--- src/rtl/decode_pkg.sv ---
// -----------------------------------------------------------------------------
// decode_pkg
// Shared RV32I decode definitions for the decode stage:
//   - opcode_e    : RV32I major opcodes (instruction bits [6:0])
//   - imm_type_e  : immediate encoding formats
//   - NOP_INSTR   : canonical NOP (addi x0, x0, 0)
//   - imm_type_of : maps an opcode to its immediate format
// -----------------------------------------------------------------------------
package decode_pkg;

  typedef enum logic [6:0] {
    OP_LUI    = 7'b0110111,
    OP_AUIPC  = 7'b0010111,
    OP_JAL    = 7'b1101111,
    OP_JALR   = 7'b1100111,
    OP_BRANCH = 7'b1100011,
    OP_LOAD   = 7'b0000011,
    OP_STORE  = 7'b0100011,
    OP_IMM    = 7'b0010011,
    OP_REG    = 7'b0110011,
    OP_FENCE  = 7'b0001111,
    OP_SYSTEM = 7'b1110011
  } opcode_e;

  typedef enum logic [2:0] {
    IMM_NONE,
    IMM_I,
    IMM_S,
    IMM_B,
    IMM_U,
    IMM_J
  } imm_type_e;

  localparam logic [31:0] NOP_INSTR = 32'h0000_0013;

  // R-type and unrecognised opcodes carry no immediate.
  function automatic imm_type_e imm_type_of(input logic [6:0] opcode);
    imm_type_e t;
    t = IMM_NONE;
    case (opcode)
      OP_JALR, OP_LOAD, OP_IMM,
      OP_FENCE, OP_SYSTEM:  t = IMM_I;
      OP_STORE:             t = IMM_S;
      OP_BRANCH:            t = IMM_B;
      OP_LUI, OP_AUIPC:     t = IMM_U;
      OP_JAL:               t = IMM_J;
      default:              t = IMM_NONE;
    endcase
    return t;
  endfunction

endpackage

--- src/rtl/regfile.sv ---
// -----------------------------------------------------------------------------
// regfile
// 32 x 32-bit integer register file, two combinational read ports, one
// synchronous write port. x0 is hard-wired to zero.
// Ports:
//   i_clk, i_rst            clock, synchronous active-high reset (clears all)
//   i_wren/i_waddr/i_wdata  write-back port (writes to x0 ignored)
//   i_raddr1/i_raddr2       read addresses
//   o_rdata1/o_rdata2       read data (optionally bypassed from the write port)
// -----------------------------------------------------------------------------
module regfile #(
  parameter int BYPASS_EN = 1
) (
  input  logic        i_clk,
  input  logic        i_rst,
  input  logic        i_wren,
  input  logic [4:0]  i_waddr,
  input  logic [31:0] i_wdata,
  input  logic [4:0]  i_raddr1,
  input  logic [4:0]  i_raddr2,
  output logic [31:0] o_rdata1,
  output logic [31:0] o_rdata2
);

  logic [31:0] r_regs [32];
  logic        w_wr_ok;

  assign w_wr_ok = i_wren && (i_waddr != 5'd0);

  // A write presented on the reset cycle is dropped: reset wins.
  always_ff @(posedge i_clk) begin
    if (i_rst) begin
      for (int i = 0; i < 32; i++) r_regs[i] <= '0;
    end else if (w_wr_ok) begin
      r_regs[i_waddr] <= i_wdata;
    end
  end

  // Bypass lets the decode stage see a value being written back this cycle,
  // which would otherwise only become visible one cycle later.
  always_comb begin
    o_rdata1 = r_regs[i_raddr1];
    if (i_raddr1 == 5'd0) begin
      o_rdata1 = '0;
    end else if ((BYPASS_EN != 0) && w_wr_ok && (i_waddr == i_raddr1)) begin
      o_rdata1 = i_wdata;
    end
  end

  always_comb begin
    o_rdata2 = r_regs[i_raddr2];
    if (i_raddr2 == 5'd0) begin
      o_rdata2 = '0;
    end else if ((BYPASS_EN != 0) && w_wr_ok && (i_waddr == i_raddr2)) begin
      o_rdata2 = i_wdata;
    end
  end

endmodule

--- src/rtl/decode_stage.sv ---
// -----------------------------------------------------------------------------
// decode_stage
// RV32I instruction-decode stage: IF/ID pipeline register, register-file read,
// immediate generation and load-use hazard detection.
// Ports:
//   i_clk, i_rst                         clock, synchronous active-high reset
//   i_pc_cur/i_pc_four/i_instruct        fetch-stage PC, PC+4, instruction
//   i_prediction                         fetch-stage branch prediction bit
//   i_stall                              hold IF/ID (external stall)
//   i_flush                              squash IF/ID (mispredict redirect)
//   i_rd_wren/i_rd_addr/i_rd_data        write-back port into the register file
//   i_ex_mem_rden/i_ex_rd_addr           load currently in EX and its rd
//   o_pc_cur/o_pc_four/o_instruct/o_prediction  registered IF/ID contents
//   o_rs1_addr/o_rs2_addr/o_rd_addr      instruction register fields
//   o_rs1_data/o_rs2_data/o_imm          operands and sign-extended immediate
//   o_valid                              decoded instruction valid for ID/EX
//   o_pc_enable                          fetch PC enable
//   o_load_use                           load-use hazard detected
//
// Flow control: o_valid qualifies the decode outputs for capture by ID/EX in
// the same cycle; there is no back-pressure from ID/EX. When o_load_use is
// high, o_valid drops (a bubble goes downstream), IF/ID holds and o_pc_enable
// drops so the same instruction re-issues once the load has left EX. i_flush
// overrides the hazard hold and re-enables fetch.
// -----------------------------------------------------------------------------
module decode_stage
  import decode_pkg::*;
#(
  parameter int BYPASS_EN = 1
) (
  input  logic        i_clk,
  input  logic        i_rst,
  input  logic [31:0] i_pc_cur,
  input  logic [31:0] i_pc_four,
  input  logic [31:0] i_instruct,
  input  logic        i_prediction,
  input  logic        i_stall,
  input  logic        i_flush,
  input  logic        i_rd_wren,
  input  logic [4:0]  i_rd_addr,
  input  logic [31:0] i_rd_data,
  input  logic        i_ex_mem_rden,
  input  logic [4:0]  i_ex_rd_addr,
  output logic [31:0] o_pc_cur,
  output logic [31:0] o_pc_four,
  output logic [31:0] o_instruct,
  output logic        o_prediction,
  output logic [4:0]  o_rs1_addr,
  output logic [4:0]  o_rs2_addr,
  output logic [4:0]  o_rd_addr,
  output logic [31:0] o_rs1_data,
  output logic [31:0] o_rs2_data,
  output logic [31:0] o_imm,
  output logic        o_valid,
  output logic        o_pc_enable,
  output logic        o_load_use
);

  logic [31:0] r_pc_cur;
  logic [31:0] r_pc_four;
  logic [31:0] r_instruct;
  logic        r_prediction;
  logic        r_valid;

  logic [6:0]  w_opcode;
  logic [4:0]  w_rs1;
  logic [4:0]  w_rs2;
  logic        w_rs1_used;
  logic        w_rs2_used;
  logic        w_load_use;
  imm_type_e   w_imm_type;
  logic [31:0] w_imm;

  // IF/ID register: reset > flush > hold > load.
  always_ff @(posedge i_clk) begin
    if (i_rst || i_flush) begin
      r_pc_cur     <= '0;
      r_pc_four    <= '0;
      r_instruct   <= NOP_INSTR;
      r_prediction <= 1'b0;
      r_valid      <= 1'b0;
    end else if (i_stall || w_load_use) begin
      r_pc_cur     <= r_pc_cur;
      r_pc_four    <= r_pc_four;
      r_instruct   <= r_instruct;
      r_prediction <= r_prediction;
      r_valid      <= r_valid;
    end else begin
      r_pc_cur     <= i_pc_cur;
      r_pc_four    <= i_pc_four;
      r_instruct   <= i_instruct;
      r_prediction <= i_prediction;
      r_valid      <= 1'b1;
    end
  end

  assign w_opcode = r_instruct[6:0];
  assign w_rs1    = r_instruct[19:15];
  assign w_rs2    = r_instruct[24:20];

  // Bits [19:15] of LUI/AUIPC/JAL are immediate, not a register.
  always_comb begin
    w_rs1_used = 1'b1;
    w_rs2_used = 1'b0;
    case (w_opcode)
      OP_LUI, OP_AUIPC, OP_JAL:    w_rs1_used = 1'b0;
      default:                     w_rs1_used = 1'b1;
    endcase
    case (w_opcode)
      OP_REG, OP_STORE, OP_BRANCH: w_rs2_used = 1'b1;
      default:                     w_rs2_used = 1'b0;
    endcase
  end

  assign w_load_use = i_ex_mem_rden && r_valid && (i_ex_rd_addr != 5'd0) &&
                      ((w_rs1_used && (i_ex_rd_addr == w_rs1)) ||
                       (w_rs2_used && (i_ex_rd_addr == w_rs2)));

  assign w_imm_type = imm_type_of(w_opcode);

  always_comb begin
    w_imm = '0;
    case (w_imm_type)
      IMM_I: w_imm = {{21{r_instruct[31]}}, r_instruct[30:20]};
      IMM_S: w_imm = {{21{r_instruct[31]}}, r_instruct[30:25], r_instruct[11:7]};
      IMM_B: w_imm = {{20{r_instruct[31]}}, r_instruct[7], r_instruct[30:25],
                      r_instruct[11:8], 1'b0};
      IMM_U: w_imm = {r_instruct[31:12], 12'b0};
      IMM_J: w_imm = {{12{r_instruct[31]}}, r_instruct[19:12], r_instruct[20],
                      r_instruct[30:21], 1'b0};
      default: w_imm = '0;
    endcase
  end

  regfile #(
    .BYPASS_EN (BYPASS_EN)
  ) u_regfile (
    .i_clk    (i_clk),
    .i_rst    (i_rst),
    .i_wren   (i_rd_wren),
    .i_waddr  (i_rd_addr),
    .i_wdata  (i_rd_data),
    .i_raddr1 (w_rs1),
    .i_raddr2 (w_rs2),
    .o_rdata1 (o_rs1_data),
    .o_rdata2 (o_rs2_data)
  );

  assign o_pc_cur     = r_pc_cur;
  assign o_pc_four    = r_pc_four;
  assign o_instruct   = r_instruct;
  assign o_prediction = r_prediction;
  assign o_rs1_addr   = w_rs1;
  assign o_rs2_addr   = w_rs2;
  assign o_rd_addr    = r_instruct[11:7];
  assign o_imm        = w_imm;
  assign o_valid      = r_valid && !w_load_use;
  assign o_load_use   = w_load_use;
  assign o_pc_enable  = !i_stall && (!w_load_use || i_flush);

endmodule

--- config.mk ---
export PLATFORM = sky130hd
export DESIGN_NAME = decode_stage
export DESIGN_NICKNAME = d
export VERILOG_FILES = /design/src/rtl/decode_pkg.sv /design/src/rtl/regfile.sv /design/src/rtl/decode_stage.sv
export SDC_FILE = /design/constraint.sdc
export NUM_CORES = 2
export LEC_CHECK = 0
export CAP_MARGIN = 20
export CELL_PAD_IN_SITES_DETAIL_PLACEMENT = 1
export CELL_PAD_IN_SITES_GLOBAL_PLACEMENT = 1
export CORE_UTILIZATION = 48
export CTS_CLUSTER_SIZE = 14
export DETAILED_ROUTE_END_ITERATION = 8
export PLACE_DENSITY = 0.76
export SETUP_SLACK_MARGIN = 0.5
export SYNTH_ARGS = -nofsm -noshare
export SYNTH_HDL_FRONTEND = slang
export SYNTH_SLANG_ARGS = --single-unit
--- constraint.sdc ---
create_clock -name i_clk -period 5.1 [get_ports i_clk]
set_input_delay 1.02 -clock i_clk [delete_from_list [all_inputs] [get_ports i_clk]]
set_output_delay 1.02 -clock i_clk [all_outputs]
set_load 0.01 [all_outputs]
Yosys cells after proc, flatten, opt, wreduce, memory -nomap -nowiden
Memory sizes are Yosys's and may differ from the RTL's. A register that Yosys moved wholly into a read port is not among the register bits.
Index checks and enable logic that the tools add are counted.
{ "op_classes": {"n_mux": 20, "n_reduce_logical": 25, "n_eq_ne": 20} }
{ "ops": {"columns": ["operator", "n"], "rows": [
  ["2-to-1 mux 32 bit", 5],
  ["case mux 32 bit (5 select lines)", 1],
  ["OR reduction 32 bit", 1],
  ["equality test 7 bit (second input constant)", 4],
  ["2-to-1 mux 5 bit", 5],
  ["equality test 7 x 6 -> 1 bit (second input constant)", 3],
  ["equality test 5 bit", 4],
  ["case mux 3 bit (5 select lines)", 1],
  ["equality test 7 x 5 -> 1 bit (second input constant)", 2],
  ["logical AND 1 bit", 10],
  ["logical NOT 5 bit", 2],
  ["nonzero test 5 bit", 2],
  ["2-to-1 mux 1 bit", 8],
  ["equality test 7 x 2 -> 1 bit (second input constant)", 1],
  ["equality test 7 x 4 -> 1 bit (second input constant)", 1],
  ["equality test 3 x 2 -> 1 bit (second input constant)", 2],
  ["equality test 3 bit (second input constant)", 2],
  ["OR reduction 3 bit", 2],
  ["OR reduction 5 bit", 1],
  ["logical OR 1 bit", 4],
  ["equality test 3 x 1 -> 1 bit (second input constant)", 1],
  ["logical NOT 1 bit", 2],
  ["OR reduction 2 bit", 1]
]} }
{ "totals": {"register_bits": 98, "ram_bits": 1024, "n_memories": 1, "out_inout_bits": 211} }
{ "memory_table": {"columns": ["name", "words", "word_bits", "rd", "rd_clocked_by_memory_dff", "wr", "line", "source"], "rows": [
  ["u_regfile.r_regs", 32, 32, 2, 2, 32, "regfile.sv:25", "logic [31:0] r_regs [32];"]
]} }

Depth between registers and ports, before layout
{ "depth": {"depth_word": 9, "depth_mapped": 10} }

Modules after synthesis
Synthesis repeated with hierarchy kept, for this count alone.
{ "unflattened": {"cells_unflattened": 4474, "hier_area_um2": 60471.7} }
{ "modules_own_cells": {"columns": ["module", "cells_per_inst", "seq_area_each_um2", "n_inst", "area_per_inst_um2"], "rows": [
  ["regfile", 3918, 30749.5, 1, 55723.4],
  ["decode_stage", 556, 1961.9, 1, 4748.3]
]} }

Least setup slack after synthesis
Ideal clock, no wire load.
{ "synth_timing": {"path_type": "input-to-output", "startpoint": "input i_rd_addr[3]", "endpoint": "output o_rs2_data[25]", "path_buffers": 4, "arrival_time_ns": 2.710, "required_ns": 4.080, "slack_ns": 1.370, "stages": 8, "path_cell_list": "buf_2 > or3_1 > buf_2 > o211ai_2 > o21ai_1 > buf_2 > buf_6 > o31ai_1"} }
{ "synth_between": {"elab_chain_len": 5, "elab_cells_between_ends": 6, "classes_between": "1 x eq/ne; 2 x mux; 3 x reduce/logical"} }
{ "synth_rtl": {"columns": ["item", "line", "source"], "rows": [
  ["start: declaration", "decode_stage.sv:40", "input logic [4:0] i_rd_addr,"],
  ["nonzero test 5 bit", "regfile.sv:28", "assign w_wr_ok = i_wren && (i_waddr != 5'd0);"],
  ["logical AND 1 bit", "regfile.sv:28", null],
  ["logical AND 1 bit (*)", "regfile.sv:54", "end else if ((BYPASS_EN != 0) && w_wr_ok && (i_waddr == i_raddr2)) begin"],
  ["2-to-1 mux 32 bit (*)", "regfile.sv:54", null],
  ["2-to-1 mux 32 bit (*)", "regfile.sv:52", "if (i_raddr2 == 5'd0) begin"],
  ["end: declaration", "decode_stage.sv:52", "output logic [31:0] o_rs2_data,"]
]} }
Mark *: on every way between the ends. The rest lies on a longest branch, timed or not.

Worst setup path in the final report
{ "layout_timing": {"startpoint": "input i_rd_addr[3]", "endpoint": "output o_rs2_data[2]"} }
Same word-level chain as after synthesis.

==> impl_summary.md <==
Global route
The number of antenna violations at the first check in global routing is 18. The final global-route overflow total is 0. The global-route usage over all layers is 40.2%.

The first global-routing pass estimated 368000 um of wire. The maximum number of pins on one net before global-route repair is 186. The via count of the first global-routing pass is 49542.

Timing
The clock arrives with 25.5 ps of skew. In the final timing run, aggregate negative setup slack is 0 ps. Setup violations remaining at the end of the flow were counted as 0.

The final number of hold-violating endpoints was 0. For this run, the top clock speed supported by timing is 0.214 GHz. The final count of pins violating max slew is 0. The final critical-path share of the clock period is 91.6%. For the finished layout, the period the worst path requires is 4670 ps. The remaining max-slew budget at the tightest pin is 30.2%. Setup repair after global routing could not meet its margin everywhere. At the pin with the least slew margin, the transition time is 1050 ps.

Worst hold path
The number of cells traversed by the worst hold path is 2. The class of the most critical hold timing path is flip-flop to flip-flop. The worst hold path terminates at o_pc_four[29]. The source of the worst hold timing path is o_pc_four[29].

Critical path
Data on the critical path is required at its endpoint by 4080 ps. The maximum cell stage delay along the critical path is 450 ps. The peak fanout along the critical path is 11.

The setup path with the least slack is of type input port to output pin. The type of element launching the critical path is an input port. The startpoint identified for the worst register-to-register timing path is o_instruct[4]. Walking the worst path, the cells encountered are clkdlybuf4s50_1 -> or3_4 -> o211ai_4 -> buf_4 -> o211a_4 -> bufbuf_16 -> o21ai_0 -> o211ai_1 -> clkbuf_2.

The terminus of the critical flop-to-flop path is o_instruct[19]. The critical path arrival is 3650 ps. Across all register-to-register paths, the minimum setup slack is 2240 ps. The standard cell with the maximum stage delay on the critical path is sky130_fd_sc_hd__clkdlybuf4s50_1. The depth of the most critical reg-to-reg path is 7. The critical path endpoint category is an output pin.

Die
The core footprint is 0.127 sq mm. During I/O placement, the number of pins put on the boundary was 356. The die outline height is 360 um. The starting density of the core is 48.3%. The die is 360 um wide.

The floorplan step defined a die boundary enclosing 0.130 sq mm. In this run the core area contains 131 standard-cell rows.

Power
The clock network burns 39.7% of the power. The share of total power in sequential cells is 46.9%. The worst-case IR drop observed on VDD is 0.000357 V.

For this design the total switching power over the nets is 0.00612 W. The leakage power figure is 26.2 nW. In this run switching power makes up 26.3% of total power. Internal power comes to 0.0171 W. The power per cell area is 312 mW/mm^2.

The completed layout was analyzed and its total power is 0.0233 W. The share of total power in combinational logic is 13.5%.

CTS
The number of buffers inserted for hold repair after clock tree synthesis is 0. The CTS tree is yes. The H-tree was split into 4 levels. The number of clock sinks is 1132.

Clock latency on the worst-skew pair, taken at its later pin, is 780 ps. The clock transition at the registers of the reported paths is 60 ps. Counting the buffers created by CTS gives 130. The tree is rooted in a sky130_fd_sc_hd__clkbuf_16. No sink is reached through more buffers than the 3 on the longest clock path.

Detailed routing
The number of iterations in the first detailed-routing pass is 6. The wire length reported by the detailed router is 264000 um. After detailed routing, the number of vias per cell comes to 6.89. The detailed router finished its first iteration with 6910 violations.

For this run, design rule violations remaining after detail routing come to 0. The via count is 48126. The count of nets left with antenna violations once routing finished came out at 0. The final routed wire length divided by cell count is 37.9 um.

Synth
Summed over its instances, the top area cell type makes up 50.0% of the synthesized netlist area. The number of synthesized flops with an enable pin is 1024. The distinct cell type count of the synthesized netlist is 69. After synthesis the netlist holds a flip-flop and latch count of 1132. In the synthesized netlist the async set-or-reset flop fraction comes to 0%. The mapped netlist covers 0.0616 sq mm. The prevailing post-synth register cell is sky130_fd_sc_hd__edfxtp_1. The cell taking the most area after synthesis is sky130_fd_sc_hd__edfxtp_1. Of the synthesized area, sequential elements account for 53.5%.

In the synthesized netlist, the number of instances is 4781. The synthesized area divided by synthesized cell count is 12.9 sq um. The number of synthesis warnings is 0.

After synthesis, the cell types taking the most area are sky130_fd_sc_hd__edfxtp_1 50%, sky130_fd_sc_hd__mux4_2 11%, sky130_fd_sc_hd__and2_1 10%.

Finish
The fraction of final layout cells sized beyond drive strength 1 is 23.1%. The area of the multi-input gates is 0.0272 sq mm. The filler cells instantiated in the layout total 12322. For this run, the post-layout net count is 5370.

Measured on the finished design, the core utilization comes to 58.6%. Compared with the post-synthesis result, the final layout area differs by 21.2%. After routing the design area is 0.0746 sq mm. The area occupied by registers is 0.0329 sq mm.

Run status
The flow ran to the end, and the final reports show no timing, DRC or antenna violations.

Placement
Summing all placed instances gives a cell area of 0.0682 sq mm. The global placement routability congestion is 0.944. Input and output buffers added on the ports amount to 355.

After legalization and detailed placement, the total HPWL measured 165000 um.

Run
The tool flagged a number of max-cap violations equal to 0.
-- per-layer routing --
metal  global-route usage, %  part of all wire (%)
met1                    48.4                    34
met2                    61.7                    45
met3                    11.9                    13
met4                    28.4                   8.1
met5                       0                 0.039
-- flip-flops by register name, indices dropped and copies added, names as in the netlist, named ones only --
name and flops:
u_regfile.r_regs 1024, o_instruct 32, o_pc_cur 32, o_pc_four 32
o_prediction 1, r_valid 1
-- power groups by stage --
| stage | sequential, W | combinational [W] | clock (W) |
|---|---|---|---|
| 2_1_floorplan | 0.0110 | 0.00145 | 0 |
| 3_3_place_gp | 0.0110 | 0.00277 | 0 |
| 3_5_place_dp | 0.0111 | 0.00281 | 0 |
| 4_1_cts | 0.0109 | 0.00300 | 0.00923 |
| 5_1_grt | 0.0109 | 0.00317 | 0.00958 |
| 6_report | 0.0109 | 0.00313 | 0.00922 |
-- how the worst max path moves through the flow --
stage,slack (ps),end,from
floorplan,1370,o_rs2_data[25],i_rd_addr[3]
global placement,70,o_rs1_data[16],i_rd_addr[4]
detailed placement,50,o_rs1_data[17],i_rd_addr[0]
CTS,420,o_rs2_data[6],i_rd_addr[3]
global route,440,o_rs2_data[26],i_rd_addr[3]
finish,430,o_rs2_data[2],i_rd_addr[3]
-- layout by cell type (no fill, tap or decap), types with 70 or more instances in the layout --
cell	count
sky130_fd_sc_hd__and2_1	1002
sky130_fd_sc_hd__o21ai_0	81
sky130_fd_sc_hd__dfxtp_1	99
sky130_fd_sc_hd__edfxtp_1	1024
sky130_fd_sc_hd__a22oi_1	85
sky130_fd_sc_hd__buf_4	314
sky130_fd_sc_hd__nand2_1	314
sky130_fd_sc_hd__mux4_2	295
sky130_fd_sc_hd__mux2i_1	451
sky130_fd_sc_hd__mux2_2	114
sky130_fd_sc_hd__nor2_1	70
sky130_fd_sc_hd__clkdlybuf4s50_1	292
sky130_fd_sc_hd__clkbuf_16	135
-- area by class of cell --
type	count	share of cell area, %
clock buffers	161	4.66
inverters	12	0.0705
flip-flops and latches	1132	44.2
clock inverters	66	0.752
well taps	1662	2.79
repair buffers	779	11.0
multi-input cells	3170	36.5
diodes	3	0.0101
-- cell usage after synthesis, types with 70 or more instances --
library cell / number
sky130_fd_sc_hd__a22oi_1: 86
sky130_fd_sc_hd__buf_2: 81
sky130_fd_sc_hd__o21ai_0: 98
sky130_fd_sc_hd__a221oi_1: 85
sky130_fd_sc_hd__dfxtp_1: 108
sky130_fd_sc_hd__clkbuf_1: 328
sky130_fd_sc_hd__mux2i_1: 455
sky130_fd_sc_hd__a21oi_1: 70
sky130_fd_sc_hd__and2_1: 1003
sky130_fd_sc_hd__nand2_1: 317
sky130_fd_sc_hd__o22ai_1: 72
sky130_fd_sc_hd__mux2_2: 115
sky130_fd_sc_hd__nor2_1: 114
sky130_fd_sc_hd__mux4_2: 295
sky130_fd_sc_hd__edfxtp_1: 1024
-- through the flow --
step           setup WS, ps  cells  hold slack (ps)
6_report                427   6985              455
5_1_grt                 436   6983              478
4_1_cts                 423   6957              461
3_5_place_dp           53.6   6654              449
3_3_place_gp           66.4   6652              442
2_1_floorplan          1370   4812              458
-- what timing repair did --
action | 4_1_cts | 5_1_grt
pin swaps | 24 | 14
gates resized for setup | 214 | 76
gates cloned | 17 | 1
setup endpoints to repair | 64 | 41
setup buffers | 59 | 24
-- worst max-delay path: cells and delay by family --
kind                   cells  cell delay, ps
AND/OR/NAND/NOR            1             440
buffers and inverters      4            1210
AO/OA/AOI/OAI              4             970
-- cell families (layout without fill, tap and decap cells) --
| kind of cell | after synthesis | in the layout | share of synthesized area, % |
|---|---|---|---|
| multiplexers | 865 | 865 | 20.3 |
| flip-flops | 1132 | 1132 | 53.5 |
| XOR/XNOR | 21 | 21 | 0.299 |
| adder cells (fa/ha/maj) | 1 | 1 | 0.0163 |
| other | 1 | 35 | 0.00609 |
| AO/OA/AOI/OAI | 605 | 605 | 6.97 |
| AND/OR/NAND/NOR | 1645 | 1646 | 15.0 |
| buffers and inverters | 511 | 1018 | 3.99 |
Note: power is estimated with default switching activity, not from simulation.
